<file path="src/rtl/hilo_mul_ctrl.sv">
// hilo_mul_ctrl
//   Iterative unsigned shift-add multiplier that owns the HI/LO pair for the
//   MIPS core. MULTU overwrites HI/LO with the product; MADDU adds the product
//   into HI/LO (modulo 2^(2*WIDTH)). One multiplier bit is consumed per cycle,
//   then a single write-back cycle commits the result.
//
// Ports
//   clk, rst          rising-edge clock, asynchronous active-high reset
//   start, acc        multiply request (accepted in IDLE only); acc=1 -> MADDU
//   src_a, src_b      multiplicand / multiplier, sampled on accept
//   cancel            pipeline flush; aborts an operation still in RUN
//   read_req/sel      MFHI/MFLO read; read_data = sel ? hi : lo
//   hi, lo            architectural HI/LO registers
//   busy              a multiply is in flight (RUN or WB)
//   stall             busy while decode presents start or a read
//   done              one-cycle pulse in the first cycle after HI/LO commit
module hilo_mul_ctrl #(
  parameter int WIDTH = 32
) (
  input  logic             clk,
  input  logic             rst,
  input  logic             start,
  input  logic             acc,
  input  logic [WIDTH-1:0] src_a,
  input  logic [WIDTH-1:0] src_b,
  input  logic             cancel,
  input  logic             read_req,
  input  logic             read_sel,
  output logic [WIDTH-1:0] read_data,
  output logic [WIDTH-1:0] hi,
  output logic [WIDTH-1:0] lo,
  output logic             busy,
  output logic             stall,
  output logic             done
);

  localparam int PW = 2 * WIDTH;
  localparam int CW = (WIDTH > 1) ? $clog2(WIDTH) : 1;
  localparam logic [CW-1:0] LAST = CW'(WIDTH - 1);

  localparam logic [1:0] S_IDLE = 2'd0;
  localparam logic [1:0] S_RUN  = 2'd1;
  localparam logic [1:0] S_WB   = 2'd2;

  logic [1:0]       state;
  logic [WIDTH-1:0] mcand;
  logic [WIDTH-1:0] mplier;
  logic             acc_q;
  logic [PW-1:0]    prod;
  logic [CW-1:0]    cnt;
  logic [PW-1:0]    addend;

  // Partial product for this iteration: multiplicand weighted by the count of
  // multiplier bits already consumed (the multiplier itself shifts right).
  assign addend    = mplier[0] ? ({{WIDTH{1'b0}}, mcand} << cnt) : '0;

  assign busy      = (state != S_IDLE);
  assign stall     = busy & (start | read_req);
  // In IDLE this is the current HI/LO, so a read paired with an accepted
  // start sees the pre-multiply value.
  assign read_data = read_sel ? hi : lo;

  always_ff @(posedge clk or posedge rst) begin
    if (rst) begin
      state  <= S_IDLE;
      mcand  <= '0;
      mplier <= '0;
      acc_q  <= 1'b0;
      prod   <= '0;
      cnt    <= '0;
      hi     <= '0;
      lo     <= '0;
      done   <= 1'b0;
    end else begin
      done <= 1'b0;
      case (state)
        S_IDLE: begin
          // cancel is irrelevant here; a start alongside it is still taken
          if (start) begin
            mcand  <= src_a;
            mplier <= src_b;
            acc_q  <= acc;
            prod   <= '0;
            cnt    <= '0;
            state  <= S_RUN;
          end
        end
        S_RUN: begin
          if (cancel) begin
            state <= S_IDLE;
          end else begin
            prod   <= prod + addend;
            mplier <= mplier >> 1;
            cnt    <= cnt + 1'b1;
            if (cnt == LAST) state <= S_WB;
          end
        end
        S_WB: begin
          // Commit is not cancellable; carry out of HI is dropped.
          if (acc_q) {hi, lo} <= {hi, lo} + prod;
          else       {hi, lo} <= prod;
          done  <= 1'b1;
          state <= S_IDLE;
        end
        default: state <= S_IDLE;
      endcase
    end
  end

endmodule

</file>
<file path="config.mk">
export PLATFORM = sky130hd
export DESIGN_NAME = hilo_mul_ctrl
export DESIGN_NICKNAME = d
export VERILOG_FILES = /design/src/rtl/hilo_mul_ctrl.sv
export SDC_FILE = /design/constraint.sdc
export NUM_CORES = 1
export LEC_CHECK = 0
export CAP_MARGIN = 15
export CORE_MARGIN = 1.5
export CORE_UTILIZATION = 54
export CTS_CLUSTER_DIAMETER = 30
export CTS_CLUSTER_SIZE = 30
export DETAILED_ROUTE_END_ITERATION = 7
export GPL_ROUTABILITY_DRIVEN = 1
export PLACE_DENSITY = 0.86
export SYNTH_ARGS = -nofsm -noshare
export SYNTH_HDL_FRONTEND = slang
export SYNTH_SLANG_ARGS = --single-unit
</file>
<file path="constraint.sdc">
create_clock -name clk -period 5.95 [get_ports clk]
set_clock_uncertainty 0.1 [all_clocks]
set_input_delay 0.595 -clock clk [delete_from_list [all_inputs] [get_ports clk]]
set_output_delay 0.595 -clock clk [all_outputs]
set_load 0.05 [all_outputs]
</file>
* After elaboration in Yosys (flattened, before gate mapping)
Index checks and enable logic that the tools add are counted.
** Storage, ports and cells
- Flip-flop bits (word level) :: 201
- Output and inout bits :: 99
** Cells by class
- $add $sub $neg :: 3
- Equality and inequality tests :: 6
- Shift operators :: 1
- Muxes and demuxes :: 18
- Bitwise gates (word level) :: 2
- Reductions and logical operators :: 6
** Operator list (count)
- $mux 64 :: 3
- $mux 32 :: 5
- $add 64x64->64 :: 2
- $pmux 64 s2 :: 1
- $pmux 32 s2 :: 1
- $shl 32x5->64 :: 1
- $mux 5 :: 2
- $pmux 5 s2 :: 1
- $mux 2 :: 3
- $add 5x1->5 const B :: 1
- $eq 5x5->1 const B :: 1
- $ne 2x2->1 const B :: 2
- $pmux 2 s2 :: 1
- $reduce_and 2->1 :: 2
- $reduce_bool 2->1 :: 2
- $ne 3x3->1 const B :: 1
- $reduce_and 3->1 :: 1
- $eq 2x1->1 const B :: 1
- $eq 2x2->1 const B :: 1
- $logic_not 2->1 :: 1
- $and 1x1->1 :: 1
- $mux 1 :: 1
- $or 1x1->1 :: 1

* Depth between registers and ports, before layout
- Depth after elaboration :: 5
- Depth in mapped cells :: 24

* Worst setup path after synthesis
Ideal clock, no wire load.
- Kind :: register to register
- Start :: register cnt[0]
- End :: register prod[58]
- Setup time :: 130 ps
- Arrival time :: 4582 ps
- Data required time :: 5720 ps
- Slack :: 1138 ps
- Stages on the path, launching flop included :: 24
- Buffers on the path :: 4
- Period minus slack after synthesis :: 4812 ps
- Cell sequence :: dfrtp_1 -> clkbuf_1 -> buf_1 -> clkbuf_1 -> mux2i_1 -> a21oi_1 -> nand2_1 -> nand2_1 -> o21ai_0 -> mux2i_1 -> and2_1 -> ha_1 -> clkbuf_2 -> and3_1 -> a31oi_1 -> nand3_1 -> a21o_1 -> a211oi_1 -> a21boi_1 -> o31ai_1 -> o21ai_1 -> a31oi_1 -> xor2_1 -> o21ai_1
** On the way
- Word-level cells in the longest chain between the ends :: 5
** Ends and longest elaborated chain
- start, declared :: RTL line 50 : logic [CW-1:0] cnt;
- start signal, assigned :: RTL line 94 : cnt <= cnt + 1'b1;
- $shl 32x5->64 :: RTL line 55 : assign addend = mplier[0] ? ({{WIDTH{1'b0}}, mcand} << cnt) : '0;
- $mux 64 :: RTL line 55
- $add 64x64->64 :: RTL line 92 : prod <= prod + addend;
- $mux 64 :: RTL line 89 : if (cancel) begin
- $pmux 64 s2 :: RTL line 76 : case (state)
- end signal, assigned :: RTL line 92
- end, declared :: RTL line 49 : logic [PW-1:0] prod;
No other way between the ends. The select of a mux whose other input is x is not followed.
A chain may end at the register's enable or synchronous reset.

* Worst setup path after layout
Ends and elaborated chain as after synthesis.

==> impl_metrics.csv <==
group,metric,value,unit
synthesis,synth.largest_area_cell,"dfrtp_1",
synthesis,ys_async_sr_fraction,100,%
timing,final.setup.tns,0,ns
detailed_routing,final_antenna_net_count,0,
critical_path,timing.setup.critical_path_class,"flop to flop",
layout,nets,2550,
clocking,worst_setup_hold_path_clk_slew,0.05,ns
global_routing,grt_max_degree,113,
timing,rsz0062_at_grt,"false",
detailed_routing,detail_route.wirelength,58200,um
synthesis,syn_inst,2244,
floorplanning,die_h,185,um
timing,max_freq,0.180,GHz
synthesis,synth_edf_count,0,
layout,count_of_non_filler_cells_in_the_finished_layout,2835,
global_routing,grt_pass1_vias,16900,
critical_path,r2r.worst_path.cells,21,
floorplanning,pin_count,170,
global_routing,grt_pass1_wl,91300,um
floorplanning,dieArea,34400,sq um
critical_path,timing_startpoint_of_the_critical_path,"cnt[0]",
detailed_routing,detail_route.drc_violations,0,
timing,finalMaxSlewViolations,0,
flow_run,drv_cap,0,
pwr,cellPowerDensity,334,nW/um^2
timing,relSlewSlack,27.2,%
critical_path,crit_fanout,39,
critical_path,cp_data_arrival_time,5.90,ns
timing,setup_viol,0,
clocking,cts_resized,0,
synthesis,synthesis.nets,2445,
detailed_routing,routed_via_count,17700,
layout,fill_cells,2673,
critical_path,end_kind,"flop",
clocking,cts.sinks,201,
floorplanning,die-width,185,um
synthesis,synthesis.area,18000,sq um
placement,dpl.cell_count,2736,
layout,leading_cell_type_in_the_layout_fill_and_taps_excluded,"nand2_1",
synthesis,postSynthRegisterBits,201,
pwr,power.total,7.24,mW
pwr,ir_worst_vdd,0.000297,V
timing,worst-slew-pin-transition,1.09,ns
clocking,cts_tree,"done",
synthesis,synth_top_area_share,28.0,%
synthesis,synth_top_cells_by_area,"dfrtp_1 (28%), ha_1 (8.9%), nand2_1 (8.2%)",
timing,whs,0.296,ns
clocking,post_cts_hold_buffer_count,0,
synthesis,syn_avg_cell_area,8.00,sq um
pwr,p_leak,9.86,nW
clocking,inserted_clock_buffers,53,
critical_path,timing.rr.start,"cnt[0]",
placement,detailed_place_hpwl,43900,um
detailed_routing,drtPass1Iterations,8,
detailed_routing,detailedRoute.firstIterationViolations,1390,
critical_path,setup.worst_path.start_class,"flop",
placement,io_buffer_count,169,
placement,globalplace.congestion,0.998,
detailed_routing,drt-wirelength-per-cell,20.5,um
synthesis,seq_area_frac_synth,28.0,%
clocking,cts-root-buf,"clkbuf_16",
clocking,htree_levels,2,
synthesis,synthFlopType,"dfrtp_1",
floorplanning,core-area,32600,sq um
layout,share_of_final_layout_standard_cells_stronger_than_drive_strength_1,9.03,%
floorplanning,std_cell_rows,66,
clocking,cts_buffer_depth,3,
detailed_routing,drt_via_density,6.25,
outcome,run_status,"complete, no violations",
clocking,worst_skew_pair.late_latency,0.58,ns
layout,layout.cells.most_common_list,"nand2_1 (391), o21ai_0 (233), a21oi_1 (204)",
global_routing,groute.usage.overall,34.1,%
layout,flow.area_growth_from_synthesis,20.9,%
floorplanning,floorplan.initialDensity,55.0,%
synthesis,synthDistinctLibCells,89,
critical_path,critical_path_required,6.30,ns
timing,finalHoldViolations,0,
global_routing,gr-total-overflow,0,
min_path,hold_path_class,"input pin to async pin",
timing,post-route-period-util,93.3,%
layout,n_antenna_cell,0,
synthesis,yosysWarnings,0,
global_routing,grt_antenna_before_repair,1,
clocking,post_cts.repair.setup_buffers,0,
timing,period_minus_slack,5.55,ns
[final timing paths]
check                             end  slack, ns
setup / recovery             prod[58]       0.40
hold / removal             mplier[14]       0.30
setup reg to reg             prod[58]       0.40
hold reg to reg             mplier[8]       0.37
max in group asynchronous      cnt[0]       4.17
min in group clk            mplier[8]       0.37
[power by group]
group / internal (mW) / switching, mW / total (mW)
sequential: 1.59 / 0.339 / 1.93
combinational: 0.947 / 1.44 / 2.39
clock: 2.01 / 0.909 / 2.92
total: 4.55 / 2.69 / 7.24
[flip-flops by register name, indices dropped and copies added, names as in the netlist]
register	cells
mplier	32
prod	64
state	2
mcand	32
done	1
lo	32
cnt	5
acc_q	1
hi	32
[layer usage]
layer / GRT usage (%) / wire [um]
met4: 17.2 / 2720
met1: 44.9 / 24600
met5: 0 / 0
met3: 6.61 / 5130
met2: 53.2 / 25600
[logic make-up after synthesis]
group           count (synthesis)  synth area share (%)
buf+inv                       174                  3.74
simple gates                  763                  18.9
flops                         201                  28.0
fa+ha+maj                     130                  9.14
compound gates                705                  24.3
xor+xnor                      112                  5.46
mux                           159                  10.5
[stage by stage]
stage	setup WS [ns]	cell area [sq um]	util (%)
2_1_floorplan	1.14	18000	-
3_3_place_gp	0.602	19800	60.8
3_5_place_dp	0.512	19800	60.8
4_1_cts	0.494	21700	66.5
5_1_grt	0.0784	21700	66.5
6_report	0.401	21700	66.5
[area by class of cell]
cell class	instances	area (sq um)	share of cell area, %
clock buffer	70	1480	6.83
clock inverter	29	373	1.72
tap	442	553	2.55
inverter	35	135	0.623
multi-input combinational	1869	12300	56.6
timing repair buffer	189	1850	8.54
sequential	201	5030	23.2
[synthesized netlist by cell type, types with 17 or more instances]
library cell    n
and2_1         19
o21a_1         18
mux2i_1        93
inv_1          33
a21oi_1       204
o21ai_0       233
and3_1         25
xnor2_1        60
o22ai_1        22
nor2_1        145
nand4_1        35
a21o_1         70
o21bai_1       20
nand3_1        36
a31oi_1        17
nand2b_1       20
nor2b_1        28
dfrtp_1       201
clkbuf_1      112
xor2_1         52
nor3_1         21
mux4_2         18
nand2_1       391
mux2_2         48
ha_1          128
[worst max-delay path, stage by stage (launching register included)]
cell      delay (ns)
dfrtp_2         0.95
buf_4           0.28
mux2i_1         0.27
a21oi_1         0.16
nand2_1         0.11
nand2_1         0.10
o21ai_0         0.38
mux2i_1         0.14
and2_1          0.21
ha_1            0.38
and3_1          0.27
a31oi_1         0.23
nand3_1         0.18
a21o_1          0.21
a211oi_1        0.24
a21boi_1        0.13
o31ai_1         0.26
buf_4           0.17
o21ai_1         0.14
a31oi_1         0.24
xor2_1          0.19
o21ai_1         0.07
Note: power is estimated with default switching activity, not from simulation.
